File: src/rtl/pin_entry_collector.sv
// rtl/pin_entry_collector.sv - keypad digit collector producing a packed PIN with enter/short/timeout strobes
module pin_entry_collector #(
    parameter int DIGITS  = 4,
    parameter int TIMEOUT = 1000,
    parameter int TW      = 10
) (
    input  logic                clk,
    input  logic                rstn,
    input  logic                key_valid,
    input  logic [3:0]          key_code,
    input  logic                key_enter,
    input  logic                key_clear,
    output logic [4*DIGITS-1:0] pin_out,
    output logic                pin_enter,
    output logic [2:0]          digit_cnt,
    output logic                full,
    output logic                short_err,
    output logic                timeout
);

    localparam int            PW       = 4 * DIGITS;
    localparam logic [2:0]    FULL_CNT = 3'(DIGITS);
    localparam logic [TW-1:0] IDLE_MAX = TW'(TIMEOUT - 1);

    logic          key_valid_q, key_valid_d;
    logic          key_enter_q, key_enter_d;
    logic          key_clear_q, key_clear_d;
    logic [PW-1:0] buf_q, buf_d;
    logic [2:0]    cnt_q, cnt_d;
    logic [PW-1:0] pin_out_q, pin_out_d;
    logic          enter_pend_q, enter_pend_d;
    logic          pin_enter_q, pin_enter_d;
    logic          short_err_q, short_err_d;
    logic          timeout_q, timeout_d;
    logic [TW-1:0] idle_q, idle_d;

    logic valid_ev, enter_ev, clear_ev;

    always_comb begin
        valid_ev     = key_valid & ~key_valid_q;
        enter_ev     = key_enter & ~key_enter_q;
        clear_ev     = key_clear & ~key_clear_q;

        key_valid_d  = key_valid;
        key_enter_d  = key_enter;
        key_clear_d  = key_clear;
        buf_d        = buf_q;
        cnt_d        = cnt_q;
        pin_out_d    = pin_out_q;
        enter_pend_d = 1'b0;
        // pin_enter trails the pin_out load by one cycle so the word is already stable
        pin_enter_d  = enter_pend_q;
        short_err_d  = 1'b0;
        timeout_d    = 1'b0;
        idle_d       = idle_q;

        if (clear_ev) begin
            buf_d  = '0;
            cnt_d  = '0;
            idle_d = '0;
        end else if (enter_ev) begin
            if (cnt_q == FULL_CNT) begin
                pin_out_d    = buf_q;
                enter_pend_d = 1'b1;
            end else begin
                short_err_d  = 1'b1;
            end
            buf_d  = '0;
            cnt_d  = '0;
            idle_d = '0;
        end else if (valid_ev) begin
            if (cnt_q < FULL_CNT) begin
                buf_d = {buf_q[PW-5:0], key_code};
                cnt_d = cnt_q + 3'd1;
            end
            idle_d = '0;
        end else if (cnt_q == 3'd0) begin
            idle_d = '0;
        end else if (idle_q == IDLE_MAX) begin
            buf_d     = '0;
            cnt_d     = '0;
            idle_d    = '0;
            timeout_d = 1'b1;
        end else begin
            idle_d = idle_q + TW'(1);
        end
    end

    always_ff @(posedge clk or posedge rstn) begin
        if (rstn) begin
            key_valid_q  <= 1'b0;
            key_enter_q  <= 1'b0;
            key_clear_q  <= 1'b0;
            buf_q        <= '0;
            cnt_q        <= '0;
            pin_out_q    <= '0;
            enter_pend_q <= 1'b0;
            pin_enter_q  <= 1'b0;
            short_err_q  <= 1'b0;
            timeout_q    <= 1'b0;
            idle_q       <= '0;
        end else begin
            key_valid_q  <= key_valid_d;
            key_enter_q  <= key_enter_d;
            key_clear_q  <= key_clear_d;
            buf_q        <= buf_d;
            cnt_q        <= cnt_d;
            pin_out_q    <= pin_out_d;
            enter_pend_q <= enter_pend_d;
            pin_enter_q  <= pin_enter_d;
            short_err_q  <= short_err_d;
            timeout_q    <= timeout_d;
            idle_q       <= idle_d;
        end
    end

    assign pin_out   = pin_out_q;
    assign pin_enter = pin_enter_q;
    assign digit_cnt = cnt_q;
    assign full      = (cnt_q == FULL_CNT);
    assign short_err = short_err_q;
    assign timeout   = timeout_q;

endmodule

File: config.mk
export PLATFORM = sky130hd
export DESIGN_NAME = pin_entry_collector
export DESIGN_NICKNAME = d
export VERILOG_FILES = /design/src/rtl/pin_entry_collector.sv
export SDC_FILE = /design/constraint.sdc
export NUM_CORES = 1
export LEC_CHECK = 0
export ABC_AREA = 1
export CAP_MARGIN = 20
export CORE_MARGIN = 2
export CORE_UTILIZATION = 55
export DETAILED_ROUTE_END_ITERATION = 8
export PLACE_DENSITY_LB_ADDON = 0.12
export SLEW_MARGIN = 15
export SYNTH_ARGS = -nofsm -noshare
export SYNTH_HDL_FRONTEND = slang
export SYNTH_SLANG_ARGS = --single-unit
File: constraint.sdc
create_clock -name clk -period 2.8 [get_ports clk]
set_input_delay 0.56 -clock clk [delete_from_list [all_inputs] [get_ports clk]]
set_output_delay 0.56 -clock clk [all_outputs]
set_load 0.05 [all_outputs]
### Yosys cells after proc, flatten, opt, wreduce, memory -nomap -nowiden

Index checks and enable logic that the tools add are counted.

| storage, ports and cells | value |
|---|---|
| flip-flop bits (word level) | 52 |
| latch bits | 0 |
| bits in writable memories | 0 |
| memory bits (read-only) | 0 |
| input bits | 9 |
| output and inout port bits | 23 |
| word-level logic and storage cells | 57 |
| memories kept | 0 |

| cells by class | value |
|---|---|
| $add $sub $neg | 2 |
| multipliers | 0 |
| div/mod/pow operators | 0 |
| order comparisons | 1 |
| eq/ne operators | 4 |
| shift operators | 0 |
| mux-type cells | 28 |
| bitwise gates (word level) | 7 |
| reductions and logical operators | 4 |

Operator list:

| operator | number |
|---|---|
| two-way mux 16 bit | 6 |
| two-way mux 10 bit | 5 |
| two-way mux 3 bit | 6 |
| two-way mux 1 bit | 11 |
| adder 10 x 1 -> 10 bit, second input constant | 1 |
| == test 10 bit, second input constant | 1 |
| AND reduction 3 bit | 2 |
| inequality test 4 x 1 -> 1 bit, second input constant | 1 |
| inequality test 4 bit, second input constant | 1 |
| NOT 1 bit | 4 |
| nonzero test 4 bit | 1 |
| adder 3 x 1 -> 3 bit, second input constant | 1 |
| AND 1 bit | 3 |
| == test 3 bit, second input constant | 1 |
| zero test 3 bit | 1 |
| < comparator 3 bit, second input constant | 1 |

### Longest topological paths before layout

| depth | value |
|---|---|
| depth in word-level cells | 6 |
| gate-level depth with buffers | 11 |
| gate-level depth less buffers | 10 |

### Worst setup path after synthesis

Ideal clock, no wire load.

| path | value |
|---|---|
| path type | reg-to-reg |
| start | register cnt_q[0] (netlist: digit_cnt[0]) |
| end | register pin_out_q[10] (netlist: pin_out[10]) |
| library setup time | 0.118 ns |
| data arrival time | 1.651 ns |
| data required time | 2.682 ns |
| slack | 1.031 ns |
| stages on the path, launching flop included | 10 |
| buffers on the path | 1 |
| period minus slack after synthesis | 1.769 ns |
| path through | dfrtp_1 -> inv_1 -> ha_1 -> nand2_1 -> inv_2 -> nand4_4 -> clkinv_2 -> buf_6 -> nand2_1 -> nand2_1 |

| between the ends | value |
|---|---|
| cells in the longest elaborated chain, start to end | 2 |

RTL lines:

| what | RTL line | RTL |
|---|---|---|
| from (decl) | 29 | `logic [2:0] cnt_q, cnt_d;` |
| from (signal assigned) | 107 | `cnt_q <= cnt_d;` |
| == test 3 bit | - |  |
| via full | 16 | `output logic full,` |
| AND reduction 3 bit (no source line) | - |  |
| to (signal assigned) | 108 | `pin_out_q <= pin_out_d;` |
| to (decl) | 30 | `logic [PW-1:0] pin_out_q, pin_out_d;` |

The timed path passes the listed nets, and every way through them passes these cells.
A chain may end at the register's enable or synchronous reset.

### Worst setup path after layout

| path | value |
|---|---|
| start | register cnt_q[0] (netlist: digit_cnt[0]) |
| end | output port full |

| between the ends | value |
|---|---|
| cells in the longest elaborated chain, start to end | 1 |

RTL lines:

| what | RTL line | RTL |
|---|---|---|
| == test 3 bit | 120 | `assign full = (cnt_q == FULL_CNT);` |
| to (decl) | 16 |  |

No other way between the ends.

==> results.md <==
- The flow ran to the end, and the final reports show no timing, DRC or antenna violations.
- The total iterations of the first detailed-routing run is 4.
- The post-detailed-route via-to-cell ratio is 4.760.
- For this run, asynchronously set or reset flops after synthesis account for 100.0%.
- Entering global routing, the biggest net connects 53 pins.
- Setup violations remaining at the end of the flow were counted as 0.
- In this run the mean area of a mapped cell was 9.051 um2.
- The number of antenna repair diodes is 0.
- Setup repair after global routing left no endpoint under its margin.
- Measured on the finished design, the core utilization comes to 67.86%.
- For the worst setup path, the data required time is 2240 ps.
- The count of cell types in the netlist is 23.
- After clock tree synthesis, the clock-pin slew on the worst setup and hold paths is 100 ps.
- The tool flagged a number of max-cap violations equal to 0.
- The startpoint of the lowest-slack hold path is enter_pend_q.
- Post-CTS timing repair inserted 0 buffers for setup.
- The remaining number of nets flagged by the antenna check after routing is 0.
- For the final database, setup skew stands at approximately 6.6 ps.
- Among all cell types in the netlist, the one instantiated most often is nand2_1.
- The die outline width is 67.89 um.
- The share of the synthesized area in the top cell type is 57.97%.
- The slew of the pin with the lowest slew margin is 646.2 ps.
- For this run, the number of Yosys warnings is 0.
- The time the worst path needs with I/O delays and setup is 2542 ps.
- The total number of nets in the final design is 295.
- The number of pins with negative max-slew slack in the final report was 0.
- The leakage power figure is between 1 and 1.5 nW.
- The origin of the worst setup path is digit_cnt[0].
- The worst hold slack is 355.0 ps.
- The final hold violation count is 0.
- The CTS tree is built.
- During placement, the flow inserted port buffers numbering 31.
- The startpoint identified for the worst register-to-register timing path is digit_cnt[0].
- The fraction of layout instances using a drive strength above 1 is 11.97%.
- The layout overhead on the synthesized area is 20.07%.
- The cell area power density is approximately 570 nW/um2.
- The kind of end point of the critical path is an output pin.
- Measured along the y axis, the die boundary spans 67.89 um.
- The total area inside the core boundary comes to 3971 um2.
- The boundary pin count is 32.
- The mean routed wirelength per cell is between 10 and 15 um.
- The first global-routing pass estimated 6672 um of wire.
- The count of flip-flops with a built-in enable after synthesis is 0.
- The share of synthesized area occupied by flip-flops and latches is 57.97%.
- The flip-flop and latch count after synthesis is 52.
- The number of nets in the synthesized netlist is 260.
- The number of clock buffers added by TritonCTS is 5.
- At the worst endpoint, the arrival time is 1980 ps.
- By area the synthesized netlist is led by dfrtp_1, nand2_1, nor2_1, inv_1, nand2_4.
- Measured against its own limit, the worst slew margin works out to 56.92%.
- Based on the critical path, the design can be clocked at up to 393.4 MHz.
- The floorplan row count is 23.
- The kind of start point of the critical path is a flop.
- The total number of clock tree sinks is 52.
- In the synthesized netlist the dominant register cell turns out to be dfrtp_1.
- For this configuration, the core starts out at a cell density of between 50% and 60%.
- The later pin in the worst-skew pair is clocked with a latency of 310 ps.
- Once the clock tree was built, the resizer swapped 0 gates to a different size.
- The kind of critical path is flop to output pin.
- The tightest min-delay check is of the flop to flop type.
- The number of buffers on the longest clock path is 2.
- The final cell count without fillers is roughly 330.
- The DRC violations left is 0.
- Of all nets on the critical path, the largest fanout is 4.
- The number of cells produced by synthesis is 248.
- The number of cells after detailed placement is 326.
- The number of hold buffers added after cts is 0.
- The library cell used as clock root buffer is clkbuf_8.
- The detailed router finished its first iteration with 105 violations.
- The H-tree depth reported by CTS is 2.
- The placer's final routability congestion estimate is around 0.79.
- The estimated wirelength of the detail-placed design is 2549 um.
- The final routed wirelength across all metal layers is ~3900 um.
- The total via count in the routed design is 1590.
- After synthesis, the most frequently instantiated cells are nand2_1, dfrtp_1, nor2_1.
- The residual overflow from global routing is 0.
- The worst-case IR drop observed on VDD is about 0.39 mV.
- The post-route clock period utilization is about nine tenths.
- The number of antenna violations at the first check in global routing is 0.
- The number of global-route vias before repair is around 1500.
- The cell taking the most area after synthesis is dfrtp_1.
- The synthesized netlist occupies a cell area of 2245 um2.
- The area of the die is 4608 um2.
- Global routing used 19.79% of the available tracks.
- The final sum of negative setup slack is 0 ps.
## per-stage QoR
step | total power (W) | worst slack, ps | area, um2
floorplan | 0.0009654 | 982.1 | 2245
global placement | 0.001020 | 658.6 | 2579
detailed placement | 0.001024 | 617.4 | 2579
CTS | 0.001548 | 236.4 | 2695
global route | 0.001598 | 173.8 | 2695
finish | 0.001529 | 258.2 | 2695
## final timing paths
path / endpoint / slack, ps / cells after the start
max in group asynchronous: idle_q[2] / 1630 / 3
worst max-delay path: full / 260 / 5
worst min-delay path: pin_enter / 360 / 0
min in group asynchronous: pin_enter / 740 / 3
worst max register to register: pin_out[1] / 1150 / 8
worst min register to register: pin_enter / 360 / 0
## cells by family after synthesis
group / Yosys count / share of synthesized area, %
DFF: 52 / 57.97
AOI/OAI and AO/OA: 2 / 0.5573
and+or+nand+nor: 161 / 31.83
adders and majority gates: 3 / 1.672
buffers and inverters: 24 / 5.629
xor gates and xnor gates: 6 / 2.341
## state kept, by name, indices dropped and copies added (netlist names)
| name | flops |
|---|---|
| key_clear_q | 1 |
| pin_out | 16 |
| idle_q | 10 |
| pin_enter | 1 |
| enter_pend_q | 1 |
| key_enter_q | 1 |
| timeout | 1 |
| digit_cnt | 3 |
| buf_q | 16 |
| key_valid_q | 1 |
| short_err | 1 |
## layout by cell type (no fill, tap or decap), drive strengths merged, types with 2 or more instances in the layout
| cell | instances |
|---|---|
| buf | 2 |
| clkbuf | 5 |
| clkdlybuf4s50 | 31 |
| clkinv | 3 |
| dfrtp | 52 |
| ha | 3 |
| inv | 18 |
| nand2 | 127 |
| nand3 | 5 |
| nor2 | 24 |
| nor3 | 2 |
| nor3b | 2 |
| xor2 | 5 |
## area by class of cell
| cell class | instances | area, um2 |
|---|---|---|
| Clock buffer | 5 | 68.82 |
| Clock inverter | 3 | 47.55 |
| Fill cell | 328 | 1276 |
| Inverter | 19 | 72.57 |
| Multi-Input combinational cell | 172 | 817.0 |
| Sequential cell | 52 | 1301 |
| Tap cell | 50 | 62.56 |
| Timing Repair Buffer | 33 | 325.3 |
## report_power, final
group	switching, W	internal [W]	total, W
logic	0.000138	0.0000638	0.000202
clock network	0.000252	0.000269	0.000522
registers	0.0000251	0.000781	0.000806
## metal layers
| metal | global-route usage [%] | vias up | routed length, um |
|---|---|---|---|
| met5 | 0 | - | 0 |
| met4 | 8.000 | 0 | 60 |
| met3 | 5.592 | 6 | 169 |
| met2 | 30.64 | 34 | 1744 |
| met1 | 26.41 | 738 | 1974 |
| li1 | - | 812 | - |
## critical path, cell delays in order, from the launching register on
cell	delay, ps
dfrtp_1	420
inv_1	100
ha_1	170
nand2_1	70
inv_2	100
clkdlybuf4s50_1	810
Note: power is estimated with default switching activity, not from simulation.
